==> src/rtl/i2c_pkg.sv <==
// Shared types and constants for the I2C slave blocks: FSM encoding,
// ACK/NACK bus levels and counter-width helpers.
package i2c_pkg;

  typedef enum logic [2:0] {
    ST_IDLE,
    ST_ADDR,
    ST_ADDR_ACK,
    ST_DATA,
    ST_DATA_ACK,
    ST_IGNORE
  } state_e;

  localparam logic ACK      = 1'b0;
  localparam logic NACK     = 1'b1;
  localparam logic RW_WRITE = 1'b0;

  // Width able to hold 0..n inclusive.
  function automatic int unsigned cnt_w(input int unsigned n);
    return $clog2(n + 1);
  endfunction

  // Width able to index n slots; never zero so a 1-entry buffer still has a port.
  function automatic int unsigned idx_w(input int unsigned n);
    return (n > 1) ? $clog2(n) : 1;
  endfunction

endpackage

==> src/rtl/i2c_slave_rx_if.sv <==
// Open-drain I2C pad bundle: raw SCL/SDA in, SDA pull-down request out.
interface i2c_slave_rx_if;
  logic SCL;
  logic SDA;
  logic SDA_down;

  modport slave  (input SCL, input SDA, output SDA_down);
  modport master (output SCL, output SDA, input SDA_down);
endinterface

==> src/rtl/i2c_line_sync.sv <==
// Synchronises raw SCL/SDA into the FPGA clock domain and flags SCL edges
// plus START/STOP conditions, one registered cycle after synchronisation.
module i2c_line_sync #(
  parameter int unsigned SYNC_STAGES = 2
) (
  input  logic clk,
  input  logic rst_n,
  input  logic scl_raw,
  input  logic sda_raw,
  output logic sda_s,
  output logic scl_rise,
  output logic scl_fall,
  output logic start,
  output logic stop
);

  logic [SYNC_STAGES-1:0] scl_sync_q, scl_sync_d;
  logic [SYNC_STAGES-1:0] sda_sync_q, sda_sync_d;
  logic scl_prev_q, scl_prev_d;
  logic sda_prev_q, sda_prev_d;
  logic scl_rise_q, scl_rise_d;
  logic scl_fall_q, scl_fall_d;
  logic start_q, start_d;
  logic stop_q, stop_d;
  logic scl_now, sda_now;

  always_comb begin
    scl_now    = scl_sync_q[SYNC_STAGES-1];
    sda_now    = sda_sync_q[SYNC_STAGES-1];
    scl_sync_d = {scl_sync_q[SYNC_STAGES-2:0], scl_raw};
    sda_sync_d = {sda_sync_q[SYNC_STAGES-2:0], sda_raw};
    scl_prev_d = scl_now;
    sda_prev_d = sda_now;
    scl_rise_d = scl_now & ~scl_prev_q;
    scl_fall_d = ~scl_now & scl_prev_q;
    start_d    = scl_now & scl_prev_q & sda_prev_q & ~sda_now;
    stop_d     = scl_now & scl_prev_q & ~sda_prev_q & sda_now;
  end

  // Idle bus level is high, so reset the synchronisers to 1 to avoid false edges.
  always_ff @(posedge clk or negedge rst_n) begin
    if (!rst_n) begin
      scl_sync_q <= '1;
      sda_sync_q <= '1;
      scl_prev_q <= 1'b1;
      sda_prev_q <= 1'b1;
      scl_rise_q <= 1'b0;
      scl_fall_q <= 1'b0;
      start_q    <= 1'b0;
      stop_q     <= 1'b0;
    end else begin
      scl_sync_q <= scl_sync_d;
      sda_sync_q <= sda_sync_d;
      scl_prev_q <= scl_prev_d;
      sda_prev_q <= sda_prev_d;
      scl_rise_q <= scl_rise_d;
      scl_fall_q <= scl_fall_d;
      start_q    <= start_d;
      stop_q     <= stop_d;
    end
  end

  // sda_prev_q is the sample aligned with the registered edge flags.
  assign sda_s    = sda_prev_q;
  assign scl_rise = scl_rise_q;
  assign scl_fall = scl_fall_q;
  assign start    = start_q;
  assign stop     = stop_q;

endmodule

==> src/rtl/i2c_slave_rx.sv <==
// I2C write-only slave receiver: address match, ACK/NACK generation and a
// NUM_BYTES receive buffer with per-byte strobe and low-nibble display outputs.
module i2c_slave_rx
  import i2c_pkg::*;
#(
  parameter int unsigned NUM_BYTES   = 6,
  parameter logic [6:0]  SLAVE_ADDR  = 7'h42,
  parameter int unsigned SYNC_STAGES = 2
) (
  input  logic                              FPGA_clk,
  input  logic                              rst,
  input  logic                              enable,
  i2c_slave_rx_if.slave                     bus,
  output logic                              byte_valid,
  output logic [7:0]                        byte_data,
  output logic [idx_w(NUM_BYTES)-1:0]       byte_index,
  output logic [cnt_w(NUM_BYTES)-1:0]       byte_count,
  output logic                              addr_match,
  output logic                              overflow,
  output logic                              done,
  output logic [NUM_BYTES-1:0][3:0]         HEX_out
);

  localparam int unsigned CNT_W = cnt_w(NUM_BYTES);
  localparam int unsigned IDX_W = idx_w(NUM_BYTES);
  localparam logic [CNT_W-1:0] FULL = CNT_W'(NUM_BYTES);

  logic sda_s, scl_rise, scl_fall, start, stop;

  i2c_line_sync #(
    .SYNC_STAGES(SYNC_STAGES)
  ) u_line_sync (
    .clk      (FPGA_clk),
    .rst_n    (rst),
    .scl_raw  (bus.SCL),
    .sda_raw  (bus.SDA),
    .sda_s    (sda_s),
    .scl_rise (scl_rise),
    .scl_fall (scl_fall),
    .start    (start),
    .stop     (stop)
  );

  state_e                   state_q, state_d;
  logic [2:0]               bit_cnt_q, bit_cnt_d;
  logic [7:0]               shift_q, shift_d;
  logic                     phase_q, phase_d;
  logic                     ack_bit_q, ack_bit_d;
  logic                     sda_down_q, sda_down_d;
  logic                     addr_match_q, addr_match_d;
  logic                     overflow_q, overflow_d;
  logic                     done_q, done_d;
  logic                     byte_valid_q, byte_valid_d;
  logic [7:0]               byte_data_q, byte_data_d;
  logic [IDX_W-1:0]         byte_index_q, byte_index_d;
  logic [CNT_W-1:0]         byte_count_q, byte_count_d;
  logic [NUM_BYTES-1:0][3:0] hex_q, hex_d;
  logic [7:0]               buf_q [NUM_BYTES];
  logic [7:0]               buf_d [NUM_BYTES];

  logic [7:0]       shifted;
  logic             byte_done;
  logic             addr_hit;
  logic             room;
  logic [IDX_W-1:0] slot;

  always_comb begin
    shifted   = {shift_q[6:0], sda_s};
    byte_done = scl_rise && (bit_cnt_q == 3'd7);
    addr_hit  = (shifted[7:1] == SLAVE_ADDR) && (shifted[0] == RW_WRITE);
    room      = byte_count_q < FULL;
    slot      = IDX_W'(byte_count_q);
  end

  always_ff @(posedge FPGA_clk or negedge rst) begin
    if (!rst) begin
      state_q      <= ST_IDLE;
      bit_cnt_q    <= '0;
      shift_q      <= '0;
      phase_q      <= 1'b0;
      ack_bit_q    <= NACK;
      sda_down_q   <= 1'b0;
      addr_match_q <= 1'b0;
      overflow_q   <= 1'b0;
      done_q       <= 1'b0;
      byte_valid_q <= 1'b0;
      byte_data_q  <= '0;
      byte_index_q <= '0;
      byte_count_q <= '0;
      hex_q        <= '0;
      buf_q        <= '{default: '0};
    end else begin
      state_q      <= state_d;
      bit_cnt_q    <= bit_cnt_d;
      shift_q      <= shift_d;
      phase_q      <= phase_d;
      ack_bit_q    <= ack_bit_d;
      sda_down_q   <= sda_down_d;
      addr_match_q <= addr_match_d;
      overflow_q   <= overflow_d;
      done_q       <= done_d;
      byte_valid_q <= byte_valid_d;
      byte_data_q  <= byte_data_d;
      byte_index_q <= byte_index_d;
      byte_count_q <= byte_count_d;
      hex_q        <= hex_d;
      buf_q        <= buf_d;
    end
  end

  // Stop outranks start so a same-cycle collision always lands in IDLE.
  always_comb begin
    state_d = state_q;
    if (!enable || stop) begin
      state_d = ST_IDLE;
    end else if (start) begin
      state_d = ST_ADDR;
    end else begin
      unique case (state_q)
        ST_ADDR:     if (byte_done) state_d = addr_hit ? ST_ADDR_ACK : ST_IGNORE;
        ST_DATA:     if (byte_done) state_d = ST_DATA_ACK;
        ST_ADDR_ACK,
        ST_DATA_ACK: if (scl_fall && phase_q) state_d = (ack_bit_q == ACK) ? ST_DATA : ST_IGNORE;
        default:     state_d = state_q;
      endcase
    end
  end

  always_comb begin
    bit_cnt_d    = bit_cnt_q;
    shift_d      = shift_q;
    phase_d      = phase_q;
    ack_bit_d    = ack_bit_q;
    sda_down_d   = sda_down_q;
    addr_match_d = addr_match_q;
    overflow_d   = overflow_q;
    done_d       = 1'b0;
    byte_valid_d = 1'b0;
    byte_data_d  = byte_data_q;
    byte_index_d = byte_index_q;
    byte_count_d = byte_count_q;
    hex_d        = hex_q;
    buf_d        = buf_q;

    if (!enable) begin
      sda_down_d   = 1'b0;
      addr_match_d = 1'b0;
      phase_d      = 1'b0;
    end else if (stop) begin
      sda_down_d   = 1'b0;
      addr_match_d = 1'b0;
      phase_d      = 1'b0;
      done_d       = (byte_count_q != '0);
    end else if (start) begin
      bit_cnt_d    = '0;
      byte_count_d = '0;
      overflow_d   = 1'b0;
      sda_down_d   = 1'b0;
      addr_match_d = 1'b0;
      phase_d      = 1'b0;
    end else begin
      unique case (state_q)
        ST_ADDR, ST_DATA: begin
          // bit_cnt wraps 7->0 on the last bit, so DATA always starts at bit 0.
          if (scl_rise) begin
            shift_d   = shifted;
            bit_cnt_d = bit_cnt_q + 3'd1;
            phase_d   = 1'b0;
            if (bit_cnt_q == 3'd7) begin
              if (state_q == ST_ADDR) begin
                ack_bit_d = addr_hit ? ACK : NACK;
              end else if (room) begin
                buf_d[slot]  = shifted;
                hex_d[slot]  = shifted[3:0];
                byte_data_d  = shifted;
                byte_index_d = slot;
                byte_valid_d = 1'b1;
                byte_count_d = byte_count_q + 1'b1;
                ack_bit_d    = ACK;
              end else begin
                overflow_d = 1'b1;
                ack_bit_d  = NACK;
              end
            end
          end
        end
        ST_ADDR_ACK, ST_DATA_ACK: begin
          if (scl_fall) begin
            if (!phase_q) begin
              sda_down_d = (ack_bit_q == ACK);
              phase_d    = 1'b1;
              if (state_q == ST_ADDR_ACK) addr_match_d = 1'b1;
            end else begin
              sda_down_d = 1'b0;
              phase_d    = 1'b0;
            end
          end
        end
        default: sda_down_d = 1'b0;
      endcase
    end
  end

  assign bus.SDA_down = sda_down_q & enable;
  assign byte_valid   = byte_valid_q;
  assign byte_data    = byte_data_q;
  assign byte_index   = byte_index_q;
  assign byte_count   = byte_count_q;
  assign addr_match   = addr_match_q;
  assign overflow     = overflow_q;
  assign done         = done_q;
  assign HEX_out      = hex_q;

endmodule

==> src/flat_wrapper.sv <==
// flat-port wrapper written by rule: the top's interface ports become plain ports
module i2c_slave_rx_flat import i2c_pkg::*;
#(
  parameter int unsigned NUM_BYTES   = 6,
  parameter logic [6:0]  SLAVE_ADDR  = 7'h42,
  parameter int unsigned SYNC_STAGES = 2
)
  (FPGA_clk, rst, enable, byte_valid, byte_data, byte_index, byte_count, addr_match, overflow, done, HEX_out, bus_SCL, bus_SDA, bus_SDA_down);
  i2c_slave_rx_if bus_i ();
  input  logic FPGA_clk;
  input  logic rst;
  input  logic enable;
  output logic byte_valid;
  output logic [7:0] byte_data;
  output logic [idx_w(NUM_BYTES)-1:0] byte_index;
  output logic [cnt_w(NUM_BYTES)-1:0] byte_count;
  output logic addr_match;
  output logic overflow;
  output logic done;
  output logic [NUM_BYTES-1:0][3:0] HEX_out;
  input wire logic [$bits(bus_i.SCL)-1:0] bus_SCL;
  input wire logic [$bits(bus_i.SDA)-1:0] bus_SDA;
  output wire logic [$bits(bus_i.SDA_down)-1:0] bus_SDA_down;
  assign bus_i.SCL = bus_SCL;
  assign bus_i.SDA = bus_SDA;
  assign bus_SDA_down = bus_i.SDA_down;
  i2c_slave_rx #(.NUM_BYTES(NUM_BYTES), .SLAVE_ADDR(SLAVE_ADDR), .SYNC_STAGES(SYNC_STAGES)) u_core (.FPGA_clk(FPGA_clk), .rst(rst), .enable(enable), .bus(bus_i), .byte_valid(byte_valid), .byte_data(byte_data), .byte_index(byte_index), .byte_count(byte_count), .addr_match(addr_match), .overflow(overflow), .done(done), .HEX_out(HEX_out));
endmodule
==> config.mk <==
export PLATFORM = sky130hd
export DESIGN_NAME = i2c_slave_rx_flat
export DESIGN_NICKNAME = d
export VERILOG_FILES = /design/src/rtl/i2c_pkg.sv /design/src/rtl/i2c_slave_rx_if.sv /design/src/rtl/i2c_line_sync.sv /design/src/rtl/i2c_slave_rx.sv /design/src/flat_wrapper.sv
export SDC_FILE = /design/constraint.sdc
export NUM_CORES = 1
export LEC_CHECK = 0
export ABC_AREA = 1
export CAP_MARGIN = 15
export CORE_ASPECT_RATIO = 1.25
export CORE_MARGIN = 4
export CORE_UTILIZATION = 34
export CTS_CLUSTER_SIZE = 14
export DETAILED_ROUTE_END_ITERATION = 16
export SYNTH_ARGS = -nofsm -noshare
export SYNTH_HDL_FRONTEND = slang
export SYNTH_SLANG_ARGS = --single-unit
==> constraint.sdc <==
create_clock -name FPGA_clk -period 3.5 [get_ports FPGA_clk]
set_clock_uncertainty 0.2 [all_clocks]
set_input_delay 0.7 -clock FPGA_clk [delete_from_list [all_inputs] [get_ports FPGA_clk]]
set_output_delay 0.7 -clock FPGA_clk [all_outputs]
set_load 0.03 [all_outputs]
### After elaboration in Yosys (flattened, before gate mapping)

Cells that the tools add are included.

| operators by class | value |
|---|---|
| equality and inequality tests | 19 |
| reduce and logical (&&, ||, !) cells | 24 |
| mux-type cells | 59 |
| $lt $le $gt $ge | 3 |
| add/sub/neg operators | 2 |
| bitwise operators | 16 |

Operator list:

| kind | number |
|---|---|
| $mux W3 | 16 |
| $mux W1 | 37 |
| $bwmux W24 | 1 |
| $reduce_and A7 Y1 | 2 |
| $demux W4 S3 | 1 |
| $ne A4 B1 Y1 const B | 3 |
| $ne A4 B2 Y1 const B | 3 |
| $reduce_and A4 Y1 | 3 |
| $ne A5 B5 Y1 const B | 2 |
| $pmux W3 S3 | 1 |
| $and A1 B1 Y1 | 8 |
| $ne A4 B4 Y1 const B | 2 |
| $not A1 Y1 | 8 |
| $reduce_and A8 Y1 | 1 |
| $reduce_bool A2 Y1 | 4 |
| $eq A7 B7 Y1 const B | 1 |
| $add A3 B1 Y3 const B | 2 |
| $eq A3 B2 Y1 const B | 2 |
| $eq A3 B3 Y1 const B | 2 |
| $reduce_and A6 Y1 | 1 |
| $ne A5 B1 Y1 const B | 1 |
| $reduce_and A5 Y1 | 1 |
| $reduce_bool A5 Y1 | 1 |
| $logic_and A1 B1 Y1 | 4 |
| 13 further kinds | 16 |

| storage, ports and cells | value |
|---|---|
| output and inout bits | 43 |
| register bits after elaboration | 68 |

### Longest topological paths before layout

| logic depth | value |
|---|---|
| depth in word-level cells | 9 |
| gate-level depth with buffers | 11 |
| gate-level depth less buffers | 11 |

### Hierarchy

From an unflattened synthesis, not the netlist that was laid out.

| second synthesis, totals | value |
|---|---|
| cell total of the unflattened synthesis | 361 |
| area, all modules | 3120.5 um2 |

Modules (own cells, without submodules):

| module | cells an instance | sequential area each (um2) | instances | area an instance (um2) |
|---|---|---|---|---|
| i2c_slave_rx | 340 | 1452.6 | 1 | 2821.5 |
| i2c_line_sync | 21 | 257.7 | 1 | 299.0 |

### Worst setup path before layout

OpenSTA, ideal clock, no wires.

| path | value |
|---|---|
| path kind | input to output |
| from | in enable |
| to | out bus_SDA_down |
| stages | 2 |
| arrival | 0.923 ns |
| required time | 2.600 ns |
| slack | 1.677 ns |
| cell sequence | nand2_1 inv_1 |

| on the way | value |
|---|---|
| cells in the longest elaborated chain, start to end | 1 |

Ends and longest elaborated chain:

| item | RTL line | RTL |
|---|---|---|
| start, declared | flat_wrapper.sv:12 | `input logic enable;` |
| $and A1 B1 Y1 | i2c_slave_rx.sv:204 | `assign bus.SDA_down = sda_down_q & enable;` |
| end, declared | flat_wrapper.sv:23 | `output wire logic [$bits(bus_i.SDA_down)-1:0] bus_SDA_down;` |

No other way between the ends.

### Final worst setup path

Ends and elaborated chain as after synthesis.

==> results.md <==
| Item | Value |
| --- | --- |
| Crit Path Max Fanout | 3 |
| Number of maximum-capacitance constraint violations | 0 |
| Startpoint of the worst register-to-register path | u_core.bit_cnt_q[0] |
| Count of non-filler cells in the finished layout | 511 |
| Insertion delay to the later sink of the worst-skew pair | 330 ps |
| RSZ-0062 raised after global routing | no |
| Ant diodes | 0 |
| Via count of the first global-routing pass | 2,442 |
| Final max-slew violation count | 0 |
| Cell count after synthesis | 337 |
| Die W | 91.7 um |
| Post-detailed-placement half-perimeter wirelength | 4.57 mm |
| Core Rows | 37 |
| Critical path capture point | bus_SDA_down |
| Global Route Usage Sum | 13.6% |
| Total of endpoints with negative setup slack in the final report | 0 |
| Weighted congestion at the end of routability-driven global placement | 0.853 |
| Sequential cell area fraction in the yosys report | 57.5% |
| Fraction of layout cells with a size suffix above 1 | 12.9% |
| Crit start category | primary input |
| Area added between synthesis and finish | 25.7% |
| Launch point of the worst path | enable |
| Fmax | 346 MHz |
| Class of the worst hold path | reg -> reg |
| Worst R2R Path Depth | 11 |
| Crit path capture type | primary output |
| Number of synthesized register bits | 68 |
| Synthesized area per cell | 8.83 um^2 |
| Total cell area at the placement stage | 3570 um^2 |
| Number of buffers inserted by hold repair at cts | 1 |
| Cell variety after synth | 28 |
| Count of vias placed by the detailed router | 2,331 |
| Final hold vios | 0 |
| Initial standard-cell utilization of the core | 35.5% |
| Least-Margin Pin Slew | 458 ps |
| TritonRoute pass-1 iters | 4 |
| Initial antenna violation count | 0 |
| Cts bufs inserted | 9 |
| Cells resized by post-CTS repair | 0 |
| Final clock period utilization by the worst path | 82.5% |
| Via count normalized by instance count | 4.56 |
| Result of the run | complete, no violations |
| Largest net degree at the start of global routing | 38 |
| Post-CTS setup-driven buffer insertion count | 0 |
| I/O pins | 48 |
| Clock tree from TritonCTS | done |
| Total length of routed wires | 6.40 mm |
| Clock-pin slew on the worst setup and hold paths | 60 ps |
| Min cycle time layout | 2890 ps |
| First-iteration detailed-routing DRC count | 141 |
| Total grt overflow | 0 |
| Fill count | 825 |
| Number of nets in the layout | 400 |
| Routed wire per std cell | 12.5 um |
| Post-route worst hold slack | 156 ps |
| Max-slew headroom | 69.4% |
| TritonCTS Sinks | 68 |
| Total number of yosys warnings | 0 |
| First-pass GRT wire length | 11.3 mm |
| Power density cells | 512 nW/um^2 |
| Placeable Area | 8380 um^2 |
| Vert. Die Dim | 113 um |
| Overall die area | 10,300 um^2 |
| Master cell of the clock root buffer | sky130_fd_sc_hd__clkbuf_8 |
| DRC Markers | 0 |
| Mapped Area | 2980 um^2 |
| Arrival time worst endpoint | 1990 ps |
| TNS Setup | 0 ps |
| Quantity of I/O buffers inserted on ports | 47 |
| Maximum buffer depth of the clock tree | 2 |
| Classification of the worst setup path | in -> out |
| Synthesized net count | 346 |
| Standby leakage power | 0.00178 uW |
| CP required | 2600 ps |
| Antenna-violating nets left | 0 |
| Register-to-register path setup slack | 1450 ps |
| Worst r2r dst | u_core.HEX_out[9] |
| Instance count after placement with tap cells included | 496 |
| Final std cell area, no fill | 3740 um^2 |
| Depth of the CTS H-tree | 3 |
| IR Drop Worst-Case VDD | 219 uV |
==> registers in the layout (all words and copies together) (netlist names), 2 cells and up <==
signal	count
u_core.u_line_sync.sda_sync_q	2
u_core.byte_count	3
u_core.shift_q	7
u_core.state_q	3
u_core.u_line_sync.scl_sync_q	2
u_core.byte_data	8
u_core.HEX_out	24
u_core.byte_index	3
u_core.bit_cnt_q	3
==> through the flow <==
stage / setup slack [ps] / utilization [%] / total power [uW]
2_1_floorplan: 1680 / - / 1250
3_3_place_gp: 627 / 42.6 / 1370
3_5_place_dp: 609 / 42.6 / 1380
4_1_cts: 604 / 44.6 / 1930
5_1_grt: 556 / 44.6 / 2040
6_report: 614 / 44.6 / 1910
==> where the power goes <==
| part | total, uW | internal, uW | switching [uW] |
|---|---|---|---|
| clock network | 545 | 268 | 277 |
| registers | 985 | 867 | 119 |
| logic | 383 | 130 | 254 |
| total | 1910 | 1260 | 650 |
==> per-layer routing <==
metal  GRT usage (%)  up-vias  wire length [um]
met5               0        -                 0
met4            5.73        0               124
met3            3.55       11               278
met2            22.2       43              2980
met1            17.0     1101              3020
li1                -     1176                 -
==> critical path, cell delays in order <==
cell                              delay (ps)
sky130_fd_sc_hd__clkdlybuf4s50_1         520
sky130_fd_sc_hd__nand2_1                  60
sky130_fd_sc_hd__inv_1                    50
sky130_fd_sc_hd__clkdlybuf4s50_1         660
==> cell usage after synthesis <==
master                     instances  area [um^2]
sky130_fd_sc_hd__nand2_1         127          477
sky130_fd_sc_hd__dfrtp_1          61         1530
sky130_fd_sc_hd__inv_1            24         90.1
sky130_fd_sc_hd__nor2_1           21         78.8
sky130_fd_sc_hd__o21ai_0          16         80.1
sky130_fd_sc_hd__nand3_1          15         75.1
sky130_fd_sc_hd__o21ai_1          11         55.1
sky130_fd_sc_hd__dfstp_2           7          184
sky130_fd_sc_hd__inv_2             7         26.3
sky130_fd_sc_hd__nand3_2           6         60.1
sky130_fd_sc_hd__nor3_2            6         60.1
sky130_fd_sc_hd__a21oi_1           5         25.0
sky130_fd_sc_hd__buf_2             4         20.0
sky130_fd_sc_hd__ha_1              4         50.1
sky130_fd_sc_hd__clkbuf_1          3         11.3
sky130_fd_sc_hd__nand4_1           3         18.8
sky130_fd_sc_hd__nand2_2           2         12.5
sky130_fd_sc_hd__nand2_4           2         22.5
sky130_fd_sc_hd__nor3_1            2         10.0
sky130_fd_sc_hd__o211ai_1          2         15.0
sky130_fd_sc_hd__or2_2             2         12.5
sky130_fd_sc_hd__a31oi_1           1         6.26
sky130_fd_sc_hd__inv_4             1         6.26
sky130_fd_sc_hd__nor2_2            1         6.26
sky130_fd_sc_hd__nor2_4            1         11.3
sky130_fd_sc_hd__nor2_8            1         20.0
sky130_fd_sc_hd__o21a_1            1         7.51
sky130_fd_sc_hd__o21bai_1          1         7.51
==> placed cells by master (no fill, tap or decap), types with 3 or more instances in the layout <==
cell	n
sky130_fd_sc_hd__o21ai_0	16
sky130_fd_sc_hd__dfrtp_1	61
sky130_fd_sc_hd__dfstp_2	7
sky130_fd_sc_hd__nor3_2	6
sky130_fd_sc_hd__ha_1	4
sky130_fd_sc_hd__a21oi_1	5
sky130_fd_sc_hd__clkdlybuf4s50_1	46
sky130_fd_sc_hd__nor2_1	21
sky130_fd_sc_hd__o21ai_1	11
sky130_fd_sc_hd__nand3_1	15
sky130_fd_sc_hd__inv_1	24
sky130_fd_sc_hd__clkbuf_8	10
sky130_fd_sc_hd__nand3_2	6
sky130_fd_sc_hd__nand4_1	3
sky130_fd_sc_hd__inv_2	7
sky130_fd_sc_hd__nand2_1	127
==> worst min path at each step <==
stage                                           from                                to  slack, ps  cells past startpoint
finish              u_core.u_line_sync.sda_sync_q[0]  u_core.u_line_sync.sda_sync_q[1]        160                      0
floorplan           u_core.u_line_sync.scl_sync_q[0]  u_core.u_line_sync.scl_sync_q[1]        150                      0
global placement    u_core.u_line_sync.sda_sync_q[0]  u_core.u_line_sync.sda_sync_q[1]        150                      0
detailed placement  u_core.u_line_sync.sda_sync_q[0]  u_core.u_line_sync.sda_sync_q[1]        150                      0
CTS                 u_core.u_line_sync.sda_sync_q[0]  u_core.u_line_sync.sda_sync_q[1]        160                      0
global route        u_core.u_line_sync.scl_sync_q[0]  u_core.u_line_sync.scl_sync_q[1]        160                      0
==> cells by family after synthesis <==
| logic type | count (synthesis) | share of synthesized area, % |
|---|---|---|
| compound gates | 37 | 6.60 |
| fa+ha+maj | 4 | 1.68 |
| simple gates | 189 | 29.1 |
| flops | 68 | 57.5 |
| buf+inv | 39 | 5.17 |
==> layout make-up <==
cell class,instances,area (um^2),share of cell area [%]
Tap cell,117,146,3.92
Clock inverter,2,12.5,0.335
Timing Repair Buffer,50,490,13.1
Clock buffer,12,145,3.88
Inverter,32,123,3.28
Multi-Input combinational cell,230,1110,29.7
Sequential cell,68,1710,45.7
No activity file was read; power rests on OpenSTA's default activity.
==> RTL edit, RTL diff (same flow settings) <==
`NUM_BYTES` is set to 6 in 2 places; all go to 5.
--- a/src/rtl/i2c_slave_rx.sv
+++ b/src/rtl/i2c_slave_rx.sv
@@ -3,7 +3,7 @@
 module i2c_slave_rx
   import i2c_pkg::*;
 #(
-  parameter int unsigned NUM_BYTES   = 6,
+  parameter int unsigned NUM_BYTES   = 5,
   parameter logic [6:0]  SLAVE_ADDR  = 7'h42,
   parameter int unsigned SYNC_STAGES = 2
 ) (
--- a/src/flat_wrapper.sv
+++ b/src/flat_wrapper.sv
@@ -1,7 +1,7 @@
 // flat-port wrapper written by rule: the top's interface ports become plain ports
 module i2c_slave_rx_flat import i2c_pkg::*;
 #(
-  parameter int unsigned NUM_BYTES   = 6,
+  parameter int unsigned NUM_BYTES   = 5,
   parameter logic [6:0]  SLAVE_ADDR  = 7'h42,
   parameter int unsigned SYNC_STAGES = 2
 )
Interface: changed (resized HEX_out); port bits go from 48 to 44. No check against the original RTL was run, so the function may have changed too.
==> RTL edit against the unedited design <==
- total power grew 2.8%
- cell area is 3.8% lower
- sequential cell count fell by 4
- non-clock buffer count shrank 5
- clock power increased by 46%
- first-iteration DRC count increased by 15%
- global-route usage is 0.097 points higher
- via count fell by 3.2%
- area after synthesis is 5.3% lower
- setup slack improved by 65 ps
- wire length shrank 5.7%
- hold slack got worse by 33 ps
- critical endpoint unchanged
- largest power group unchanged
- highest routed layer unchanged
==> RTL edit: results (changes against the unedited design) <==
Synthesis
  – Top cells by count, synth: nand2_1 (102), dfrtp_1 (57), o21ai_0 (32) (was nand2_1 (127), dfrtp_1 (61), inv_1 (24))
  – Yosys warns: 0 (unchanged)
  – Area contributors post-synth: dfrtp_1 (51%), nand2_1 (14%), dfstp_2 (6.5%), o21ai_0 (5.7%), nand3_1 (3.2%) (was dfrtp_1 (51%), nand2_1 (16%), dfstp_2 (6.2%), inv_1 (3.0%), o21ai_0 (2.7%))
  – Library cells used by synthesis: 28 (unchanged)
  – Seq/Total Area, Yosys: 57.17% (was 57.49%)
  – Syn Nets: 326 (was 346)
  – Ys async rst share: 100.0% (unchanged)
  – Ys flop type: dfrtp_1 (unchanged)

Global routing
  – First-pass GRT wire length: 10.33 mm (was 11.29 mm)
  – Vias in the first global route: 2143 (was 2442)
  – Initial antenna violation count: 0 (unchanged)
  – Largest net degree at the start of global routing: 24 (was 38)
  – GRT Total Usage: 13.70% (was 13.61%)

Drt
  – DRT iter0 DRCs: 162 (was 141)
  – Drt wl/cell: 12.91 um (was 12.53 um)
  – TritonRoute pass-1 iters: 4 (unchanged)
  – Vias/cell: 4.821 (was 4.562)

Finish
  – Ratio of cells with drive above 1 in the final layout: 12.33% (was 12.94%)
  – Largest register FFs: 20 (was 24)
  – N_diodes: 0 (unchanged)
  – Nets@finish: 377 (was 400)
  – Filler instances: 757 (was 825)

Clock network
  – Clock latency on the worst-skew pair: around 340 ps
  – TritonCTS buffer count: 9 (unchanged)
  – Clock Path Buffers: 2 (unchanged)
  – H-tree levels: 3 (unchanged)
  – Root buf cell: clkbuf_8 (unchanged)
  – Worst-path clk slew: about 70 ps
  – Cts repair resizes: 0 (unchanged)
  – Post CTS Setup Buffer Count: 0 (unchanged)

Setup path
  – Worst EP arrival: 1920 ps (was 1990 ps)
  – Crit path max fanout: 2 (was 3)
  – Slowest Stage Delay on Critical Path: 660 ps (about the same)
  – Top Family by Delay on Critical Path: buffers and inverters (unchanged)
  – Slowest CP cell: clkdlybuf4s50_1 (unchanged)

Outcome
  – Status: finished clean (unchanged)

Placement
  – Gpl congestion: 0.9199 (was 0.8530)
  – Input/output buffers: 43 (was 47)
  – Post-placement worst setup slack: 667.0 ps (was 609.1 ps)
  – DPL Wire Length: 4.449 mm (was 4.566 mm)

Pwr
  – Maximum vdd drop: 0.0002500 V (was 0.0002192 V)
  – P_leak: 1.738 nW (was 1.784 nW)
  – Net switching power: 0.5795 mW (was 0.6495 mW)

Hold path
  – Min-Delay Path Class: in2async (was reg2reg)

STA
  – Slew headroom: 67.06% (was 69.44%)
[RTL edit: cell types whose count changed in the layout (fill, tap and decap cells not counted), moves of 4 or more]
cell,unedited run,this run
nand4_1,3,14
o21ai_1,11,1
dfrtp_1,61,57
nand3_2,6,0
nand2_1,127,102
o21ai_0,16,32
nor3_2,6,0
clkdlybuf4s50_1,46,42
[RTL edit: power groups by stage]
stage                     logic, mW  registers [mW]  clock network, mW
after floorplan               0.252           0.841                  0
after global placement        0.330           0.853                  0
after detailed placement      0.336           0.853                  0
after CTS                     0.336           0.840              0.807
after global routing          0.381           0.848              0.843
final                         0.335           0.840              0.793
[RTL edit: logic make-up (layout without fill, tap and decap cells)]
family / after synthesis / in the layout / synth area share [%]
XOR/XNOR: 1 / 1 / 0.3110
flip-flops: 64 / 64 / 57.17
buffers and inverters: 34 / 90 / 5.108
AND/OR/NAND/NOR: 174 / 174 / 28.03
adder cells (fa/ha/maj): 4 / 4 / 1.777
multiplexers: 1 / 1 / 0.3554
AO/OA/AOI/OAI: 39 / 39 / 7.241
[RTL edit: cell type report]
class                      instances  area share [%]
clock buffer                      10           3.829
inverter                          29           3.063
timing repair buffer              45           12.25
multi-input combinational        219           29.55
clock inverter                     6           3.202
tap                               95           3.307
sequential                        64           44.80
[RTL edit: routing by layer]
metal	routed length (um)	track usage (%)
met5	0	0
met4	124	5.851
met2	2840	20.23
met3	213	2.999
met1	2862	19.27
[RTL edit: worst reg2reg max path: cells and delay by family (launching register included)]
kind	cells	cell delay, ps
and+or+nand+nor	5	710
adders and majority gates	2	420
DFF	1	390
buffers and inverters	2	360
AOI/OAI and AO/OA	1	100
[RTL edit: metrics by stage]
stage               instance area, um2  utilization, %  std cells
finish                            3595           45.34        468
global route                      3595           45.34        468
CTS                               3595           45.34        468
detailed placement                3342           42.16        452
global placement                  3342           42.16        452
floorplan                         2816               -        317
[RTL edit: worst paths after layout]
kind | startpoint | endpoint | slack, ps | cells after the start
min in group FPGA_clk | u_core.u_line_sync.sda_sync_q[0] | u_core.u_line_sync.sda_sync_q[1] | 160 | 0
worst max-delay path | enable | bus_SDA_down | 680 | 4
worst min-delay path | rst | u_core.addr_match | 120 | 1
worst min register to register | u_core.u_line_sync.sda_sync_q[0] | u_core.u_line_sync.sda_sync_q[1] | 160 | 0
worst max register to register | u_core.bit_cnt_q[0] | u_core.HEX_out[2] | 1210 | 10
max in group asynchronous | rst | u_core.u_line_sync.sda_s | 2240 | 2
